==> config.mk <==
export PLATFORM = sky130hd
export DESIGN_NAME = branch_resolve_unit
export DESIGN_NICKNAME = d
export VERILOG_FILES = /design/src/rtl/branch_resolve_unit.sv
export SDC_FILE = /design/constraint.sdc
export NUM_CORES = 1
export LEC_CHECK = 0
export CAP_MARGIN = 20
export CORE_UTILIZATION = 40
export DETAILED_ROUTE_END_ITERATION = 10
export HOLD_SLACK_MARGIN = 0.03
export PLACE_DENSITY = 0.83
export SYNTH_ARGS = -nofsm -noshare
export SYNTH_HDL_FRONTEND = slang
export SYNTH_SLANG_ARGS = --single-unit
export TNS_END_PERCENT = 50
==> constraint.sdc <==
create_clock -name clk_i -period 2.51 [get_ports clk_i]
set_input_delay 0.3765 -clock clk_i [delete_from_list [all_inputs] [get_ports clk_i]]
set_output_delay 0.3765 -clock clk_i [all_outputs]
set_load 0.01 [all_outputs]
==> src/rtl/branch_resolve_unit.sv <==
// -----------------------------------------------------------------------------
// branch_resolve_unit
//
// Resolves beq/bne branches at the ID/EX boundary and drives the PC-select
// interface. The operands of a branch in ID are compared, the decision is
// registered, and one cycle later a single-cycle redirect pulse is produced
// together with the branch target and a flush of the two wrong-path
// instructions. While the redirect pulse is showing, the branch in ID is on
// the wrong path and is ignored.
//
// Optional feature (compile-time macro): BRANCH_STATS_EN
//   When defined, adds 32-bit wrapping counters of evaluated and taken
//   branches. When undefined, those ports and their logic are absent.
//
// Ports
//   clk_i          in   1   clock, rising edge
//   rst_i          in   1   asynchronous active-high reset
//   stall_i        in   1   load-use stall; ID contents not valid this cycle
//   branch_i       in   1   instruction in ID is a conditional branch
//   bne_i          in   1   1 = bne (taken if unequal), 0 = beq (taken if equal)
//   rs_data_i      in   DW  first operand (forwarded)
//   rt_data_i      in   DW  second operand (forwarded)
//   pc_plus4_i     in   AW  PC+4 of the instruction in ID
//   imm_i          in   AW  sign-extended offset in words
//   branchTaken_o  out  1   PC mux select: 1 = take addrTaken_o
//   addrTaken_o    out  AW  branch target (holds the last taken target)
//   flush_o        out  1   squash IF/ID and ID/EX
//   brCount_o      out  32  branches evaluated   (BRANCH_STATS_EN only)
//   takenCount_o   out  32  branches taken       (BRANCH_STATS_EN only)
// -----------------------------------------------------------------------------
module branch_resolve_unit #(
    parameter int AW = 32,
    parameter int DW = 32
) (
    input  logic          clk_i,
    input  logic          rst_i,
    input  logic          stall_i,
    input  logic          branch_i,
    input  logic          bne_i,
    input  logic [DW-1:0] rs_data_i,
    input  logic [DW-1:0] rt_data_i,
    input  logic [AW-1:0] pc_plus4_i,
    input  logic [AW-1:0] imm_i,
    output logic          branchTaken_o,
    output logic [AW-1:0] addrTaken_o,
    output logic          flush_o
`ifdef BRANCH_STATS_EN
    ,
    output logic [31:0]   brCount_o,
    output logic [31:0]   takenCount_o
`endif
);

    typedef enum logic {
        IDLE     = 1'b0,
        REDIRECT = 1'b1
    } state_e;

    state_e        state_q, state_d;
    logic [AW-1:0] addr_q, addr_d;

    logic          evaluate;
    logic          cond;
    logic          take;
    logic [AW-1:0] target;

    // A branch is only looked at when no redirect is in flight (otherwise it
    // is a wrong-path instruction) and ID holds valid, non-stalled contents.
    assign evaluate = (state_q == IDLE) && branch_i && !stall_i;
    assign cond     = bne_i ? (rs_data_i != rt_data_i) : (rs_data_i == rt_data_i);
    assign take     = evaluate && cond;

    // Word offset scaled to bytes; the add is AW bits wide so carry-out is
    // dropped and the target wraps around the address space.
    assign target   = pc_plus4_i + (imm_i << 2);

    // NOTE: every signal assigned in a combinational block gets a default
    // first, so no path leaves it unassigned and no latch is inferred.
    always_comb begin
        state_d = state_q;
        addr_d  = addr_q;
        unique case (state_q)
            IDLE: begin
                if (take) begin
                    state_d = REDIRECT;
                    addr_d  = target;
                end
            end
            REDIRECT: begin
                // Always exactly one cycle; branch_i and stall_i are ignored.
                state_d = IDLE;
            end
            default: state_d = IDLE;
        endcase
    end

    // NOTE: state registers use non-blocking assignments so every flop
    // samples the pre-edge values of the others, matching real hardware.
    always_ff @(posedge clk_i or posedge rst_i) begin
        if (rst_i) begin
            state_q <= IDLE;
            addr_q  <= '0;
        end else begin
            state_q <= state_d;
            addr_q  <= addr_d;
        end
    end

    // The redirect pulse is exactly the REDIRECT state, so it is one cycle
    // wide by construction and drops as soon as reset asserts.
    assign branchTaken_o = (state_q == REDIRECT);
    assign flush_o       = (state_q == REDIRECT);
    assign addrTaken_o   = addr_q;

`ifdef BRANCH_STATS_EN
    logic [31:0] br_count_q, br_count_d;
    logic [31:0] taken_count_q, taken_count_d;

    // Natural 32-bit wrap from 0xFFFFFFFF to 0.
    assign br_count_d    = evaluate ? br_count_q + 32'd1 : br_count_q;
    assign taken_count_d = take     ? taken_count_q + 32'd1 : taken_count_q;

    always_ff @(posedge clk_i or posedge rst_i) begin
        if (rst_i) begin
            br_count_q    <= '0;
            taken_count_q <= '0;
        end else begin
            br_count_q    <= br_count_d;
            taken_count_q <= taken_count_d;
        end
    end

    assign brCount_o    = br_count_q;
    assign takenCount_o = taken_count_q;
`endif

endmodule

==> results of run 1 <==
-- worst paths after layout --
kind / startpoint / end / slack, ns / cells past startpoint
max: pc_plus4_i[9] / addrTaken_o[24] / -0.04 / 10
min: imm_i[0] / addrTaken_o[2] / 0.43 / 3
max reg2reg: branchTaken_o / addrTaken_o[28] / 0.59 / 7
min reg2reg: addrTaken_o[7] / addrTaken_o[7] / 0.51 / 1
max in group asynchronous: rst_i / addrTaken_o[21] / 1.70 / 3
min in group asynchronous: rst_i / addrTaken_o[1] / 0.48 / 3
-- power breakdown --
part	switching [mW]	internal, mW
clock	0.222	0.323
combinational	0.661	0.994
sequential	0.105	0.702
-- what timing repair did --
action,CTS,global route
hold endpoints to repair,0,0
pin swaps,32,40
setup buffers,8,10
hold buffers,0,0
endpoints found under the setup margin,19,15
resized for setup,47,64
-- final cells by class --
class                   instances  area share (%)
multi-input cells             286            43.9
inverters                       6           0.370
flip-flops and latches         33            13.6
clock buffers                   6            1.36
clock inverters                 2           0.616
well taps                     102            2.10
repair buffers                247            38.1
-- per-layer routing --
metal  part of all wire (%)  up-vias  global-route usage, %
met4                    2.8        0                   7.54
met3                    7.4       39                   4.97
met1                     38     1736                   29.1
met2                     52      188                   52.0
met5                      0        -                      0
li1                       -     1717                      -
-- cells in the mapped netlist, types with 5 or more instances --
library cell / n
clkbuf_1: 7
nand4_1: 12
and3_1: 5
o21a_1: 5
a21o_1: 14
nand2_1: 18
xnor2_1: 47
xor2_1: 11
ha_1: 29
nand3_1: 7
a21oi_1: 24
nor2_1: 25
mux2_2: 25
o21ai_0: 6
inv_1: 6
dfrtp_1: 33
-- cells by family (layout without fill, tap and decap cells) --
| group | after synthesis | count (layout) |
|---|---|---|
| fa+ha+maj | 30 | 30 |
| mux | 26 | 26 |
| flops | 33 | 33 |
| buf+inv | 19 | 261 |
| xor+xnor | 58 | 58 |
| compound gates | 84 | 84 |
| simple gates | 88 | 88 |
-- registers in the layout, summed over array words and instances (netlist names) --
name	count
addrTaken_o	32
branchTaken_o	1
-- per-stage QoR --
| stage | cells | worst slack, ns | hold WS (ns) | power (mW) | cell area [µm²] |
|---|---|---|---|---|---|
| CTS | 672 | 0.00200 | 0.475 | 2.89 | 5720 |
| global route | 682 | -0.0659 | 0.435 | 3.15 | 6090 |
| detailed placement | 656 | -0.632 | 0.495 | 2.28 | 5380 |
| finish | 682 | -0.0372 | 0.431 | 3.01 | 6090 |
| global placement | 656 | -0.534 | 0.494 | 2.24 | 5380 |
| floorplan | 338 | 0.00101 | 0.505 | 1.44 | 3160 |
-- worst min-delay path, cell delays in order --
cell and delay (ns):
buf_6 0.07, ha_4 0.11, mux2_2 0.13
==> run metrics, run 1 <==
outcome complete, but fails checks; failing checks negative setup slack; final core utilization 79.2%; Least-Margin Pin Slew 0.455 ns; most common cell after layout, fill and taps aside clkdlybuf4s50_1; Final ANT Viol Nets 0; GRT overflow 0; Via density 5.40; CP Buf/Inv Count 1; CTS tree done; Nets 742; synthesized cell area 3160 µm²; area of the multi-input gates 2670 µm²; Pleak 2.63 nW; clock latency on the worst-skew pair 0.29 ns; crit-path cells clkdlybuf4s50_1, ha_4, o21a_1, o2111ai_2, a21oi_4, a211oi_2, o21a_1, o31a_1, xnor2_1, mux2_2; clock slew at reported path FFs 0.07 ns; initial antenna violation count 0; max-cap violations 0; Seq/Total Area, Yosys 26.1%; Crit. End Element flop; via count 3,680; global placer's final weighted congestion 0.907; WL per Instance 17.7 µm; Die W 90.9 µm; die footprint 8260 µm²; TritonCTS buffer count 5; main combinational cell family by area after synthesis compound AO/OA/AOI/OAI gates; PD cells 494 nW/µm²; Post-synth ARST share 100%; Clock Path Buffers 2; Initial Util 41.1%; Synth Area in Adders 12.1%; Most common cell on crit path o21a_1; multiplexer share of the synthesized area 9.23%; Final WS setup -0.0372 ns; Fin. Hold Viols 0; post-synthesis simple-gate area fraction 14.2%; Critical Path Fanout Max 2; largest net degree at the start of global routing 34; Post-synth EDFFs 0; Final setup viols 1; area share of the largest cell type after synthesis 26.1%; Post-Synthesis Cells 338; commonest non-fill, non-tap cells in the layout 133 x clkdlybuf4s50_1, 78 x buf_4, 47 x xnor2_1, 33 x dfrtp_1; Worst Hold Class input port to flop; startpoint types input port; Distinct cells, synth 52; Clock Tree Root clkbuf_8; CP peak stage delay 0.48 ns; Slew Viols, Final 0; relative slew slack 69.7%; Final Cycle Share 101%; Fmax 393 MHz; clock sinks 33; PortBufs 164; CP top delay family compound AO/OA/AOI/OAI gates; Synth Area per Inst 9.35 µm²; share of layout cells above drive strength 1 30.5%; core region area 7690 µm²; H-Tree Depth 2; Max IR drop VDD 0.356 mV; Critical Path RT 2.69 ns; height of the die 90.9 µm; DRT Wirelength 12,100 µm; ranking of synthesized cells by area dfrtp_1 26%, xnor2_1 13%, ha_1 11%; Mapped Nets 501; flops & latches, synth 33; DRT Pass-1 Iters 4; Ys Warns 0; Slowest-stage cell, CP clkdlybuf4s50_1; arrival time of the worst setup path 2.72 ns; fin crit period 2.55 ns; unrepaired setup endpoints after global routing true; setup TNS -0.0372 ns; Area Growth Syn to Fin 92.8%; Synth Area in Compound Gates 19.8%; I/O pin cnt 167; XOR/XNOR share of the synthesized area 16.1%; WS Path Type input port to flop; Synth area leader dfrtp_1; row count 32; estimated wirelength of the detail-placed design 8590 µm; Seq. cell area 826 µm²; Tot GR Track Use 26.7%; first-pass GRT wire length 17,700 µm; ANT cells 0; via count of the first global-routing pass 3,769; Top FF cell, synth dfrtp_1; FILL cells 489; initial drt markers 158; worst clock skew 0.00373 ns; DRC errors left 0
Power figures use the tool's default switching activity.
==> run 2: changes to the inputs <==
--- a/config.mk
+++ b/config.mk
@@ -6,10 +6,13 @@
 export NUM_CORES = 1
 export LEC_CHECK = 0
 export CAP_MARGIN = 20
-export CORE_UTILIZATION = 40
+export CELL_PAD_IN_SITES_DETAIL_PLACEMENT = 1
+export CELL_PAD_IN_SITES_GLOBAL_PLACEMENT = 1
+export CORE_MARGIN = 2
+export CORE_UTILIZATION = 29
 export DETAILED_ROUTE_END_ITERATION = 10
 export HOLD_SLACK_MARGIN = 0.03
-export PLACE_DENSITY = 0.83
+export PLACE_DENSITY = 0.84
 export SYNTH_ARGS = -nofsm -noshare
 export SYNTH_HDL_FRONTEND = slang
 export SYNTH_SLANG_ARGS = --single-unit
==> run 2 against run 1 <==
Against the previous run:
- the run now ends clean
- combinational power up 4%
- core utilization down 22 points
- setup slack better by 0.074 ns
- sequential share of layout area down 0.18 points
- critical path type unchanged
- largest power group unchanged
- highest routed layer unchanged
==> run metrics, run 2 (synthesis results as in run 1) <==
Area Growth Syn to Fin 95.4% (was 92.8%); global placer's final weighted congestion 0.885 (was 0.907); first-pass GRT wire length 22,000 µm (was 17,700 µm); arrival time of the worst setup path 2.65 ns (was 2.72 ns); via count of the first global-routing pass 4,277 (was 3,769); Clock Tree Root clkbuf_8 (unchanged); DRC errors left 0 (unchanged); via count 3,732 (was 3,680); Max IR drop VDD 0.275 mV (was 0.356 mV); core region area 10,700 µm² (was 7690 µm²); estimated wirelength of the detail-placed design 10,500 µm (was 8590 µm); Via density 5.15 (was 5.40); Nets 744 (was 742); I/O pin cnt 167 (unchanged); startpoint types input port (unchanged); max FFs per register 32 (unchanged); DRT Pass-1 Iters 4 (unchanged); most common cell after layout, fill and taps aside clkdlybuf4s50_1 (unchanged); Final ANT Viol Nets 0 (unchanged); setup TNS 0 ns (was -0.0372 ns); Hold WS 0.460 ns (was 0.431 ns); commonest non-fill, non-tap cells in the layout 130 x clkdlybuf4s50_1, 77 x buf_4, 46 x xnor2_1, 33 x dfrtp_1, 22 x mux2_2 (was 133 x clkdlybuf4s50_1, 78 x buf_4, 47 x xnor2_1, 33 x dfrtp_1); height of the die 108 µm (was 90.9 µm); share of layout cells above drive strength 1 33.3% (was 30.5%); Power, Total 3.08 mW (was 3.01 mW); PD cells 499 nW/µm² (was 494 nW/µm²); Fin. Hold Viols 0 (unchanged); Slew Viols, Final 0 (unchanged); final core utilization 57.5% (was 79.2%); CP peak stage delay 0.32 ns (was 0.48 ns); Critical Path RT 2.69 ns (about the same); initial antenna violation count 3 (was 0); crit-path cells dlygate4sd2_1, ha_4, buf_6, o211ai_1, a21o_1, buf_6, a21oi_4, a211oi_2, o21a_1, o31a_1, xnor2_1, mux2_2 (was clkdlybuf4s50_1, ha_4, o21a_1, o2111ai_2, a21oi_4, a211oi_2, o21a_1, o31a_1, xnor2_1, mux2_2); outcome finished clean (was complete, but fails checks); Least-Margin Pin Slew 0.477 ns (was 0.455 ns); Pleak 2.66 nW (was 2.63 nW); Logic pwr share 55.6% (was 55.0%); WS Path Type input port to flop (unchanged); CTS tree done (unchanged); die footprint 11,700 µm² (was 8260 µm²); max-cap violations 0 (unchanged); Clock Path Buffers 2 (unchanged); DRT Wirelength 15,000 µm (was 12,100 µm); Slowest-stage cell, CP o31a_1 (was clkdlybuf4s50_1); Fmax 404 MHz (was 393 MHz); Die W 108 µm (was 90.9 µm); Final Cycle Share 98.6% (was 101%); clock latency on the worst-skew pair 0.29 ns (about the same); share of power burned in registers 26.5% (was 26.9%); worst clock skew 0.00388 ns (was 0.00373 ns); largest net degree at the start of global routing 34 (unchanged); Tot GR Track Use 24.3% (was 26.7%); internal power 2.03 mW (was 2.02 mW); Crit. End Element flop (unchanged); clock sinks 33 (unchanged); fin crit period 2.47 ns (was 2.55 ns); PortBufs 164 (unchanged); WL per Instance 20.7 µm (was 17.7 µm); CTS hold repair buffers 0 (unchanged); Critical Path Fanout Max 4 (was 2); relative slew slack 67.9% (was 69.7%); H-Tree Depth 2 (unchanged); Most common cell on crit path buf_6 (was o21a_1); Initial Util 29.4% (was 41.1%); row count 38 (was 32); Worst Hold Class input port to flop (unchanged); TritonCTS buffer count 5 (unchanged); clock power share 17.8% (was 18.1%); GRT overflow 0 (unchanged); Psw 1.05 mW (was 0.988 mW); clock slew at reported path FFs 0.08 ns (was 0.07 ns); Net Sw Frac 34.1% (was 32.9%); initial drt markers 108 (was 158); Final setup viols 0 (was 1)
-- run 2: changes by cell type in the layout (fill, tap and decap cells not counted), moves of 2 or more --
cell and change:
a21oi_1 -2, buf_6 +2, clkbuf_2 +5, clkdlybuf4s50_1 -3
diode_2 +3, dlygate4sd2_1 -4, nor2_1 -2, nor2_2 +2
-- run 2: power by group through the flow --
stage          sequential, mW  clock (mW)  combinational (mW)
5_1_grt                 0.839       0.573                1.83
3_5_place_dp            0.823           0                1.50
2_1_floorplan           0.876           0               0.567
3_3_place_gp            0.815           0                1.45
6_report                0.817       0.549                1.71
4_1_cts                 0.818       0.563                1.61
-- run 2: per-layer routing --
metal,up-vias,GRT usage [%],wire length [µm]
met3,32,4.82,854
li1,1726,-,-
met2,151,47.3,8050
met4,0,9.80,423
met5,-,0,0
met1,1823,25.0,5660
-- run 2: final timing paths --
kind	endpoint	slack (ns)	startpoint	cells past startpoint
max	addrTaken_o[24]	0.04	imm_i[5]	12
min in group asynchronous	addrTaken_o[3]	0.51	rst_i	3
max in group asynchronous	addrTaken_o[24]	1.66	rst_i	3
min reg2reg	addrTaken_o[0]	0.52	addrTaken_o[0]	1
min	addrTaken_o[2]	0.46	pc_plus4_i[2]	3
max reg2reg	addrTaken_o[2]	0.57	branchTaken_o	6
-- run 2: area by class of cell --
class                      count  area (µm²)
fill                        1199        4570
multi-input combinational    286        2700
timing repair buffer         249        2320
sequential                    33         826
tap                          140         175
clock buffer                   6        82.6
clock inverter                 2        37.5
inverter                       6        22.5
antenna                        3        7.51
-- run 2: stage by stage --
| stage | instance area [µm²] | cells | worst slack, ns |
|---|---|---|---|
| 2_1_floorplan | 3160 | 338 | 0.00101 |
| 3_3_place_gp | 5430 | 694 | -0.648 |
| 3_5_place_dp | 5430 | 694 | -0.742 |
| 4_1_cts | 5890 | 716 | 0.00234 |
| 5_1_grt | 6170 | 725 | -0.0454 |
| 6_report | 6170 | 725 | 0.0364 |
-- run 2: what timing repair did --
action / CTS / global route
buffers inserted: 15 / 6
setup endpoints to repair: 19 / 29
pin swaps: 31 / 42
gates resized for setup: 66 / 76
endpoints found under the hold margin: 0 / 0
-- run 2: critical path: cells and delay by family --
kind,cells,cell delay [ns]
xor gates and xnor gates,1,0.14
adders and majority gates,1,0.29
muxes,1,0.27
buffers and inverters,3,0.50
AOI/OAI and AO/OA,6,1.06
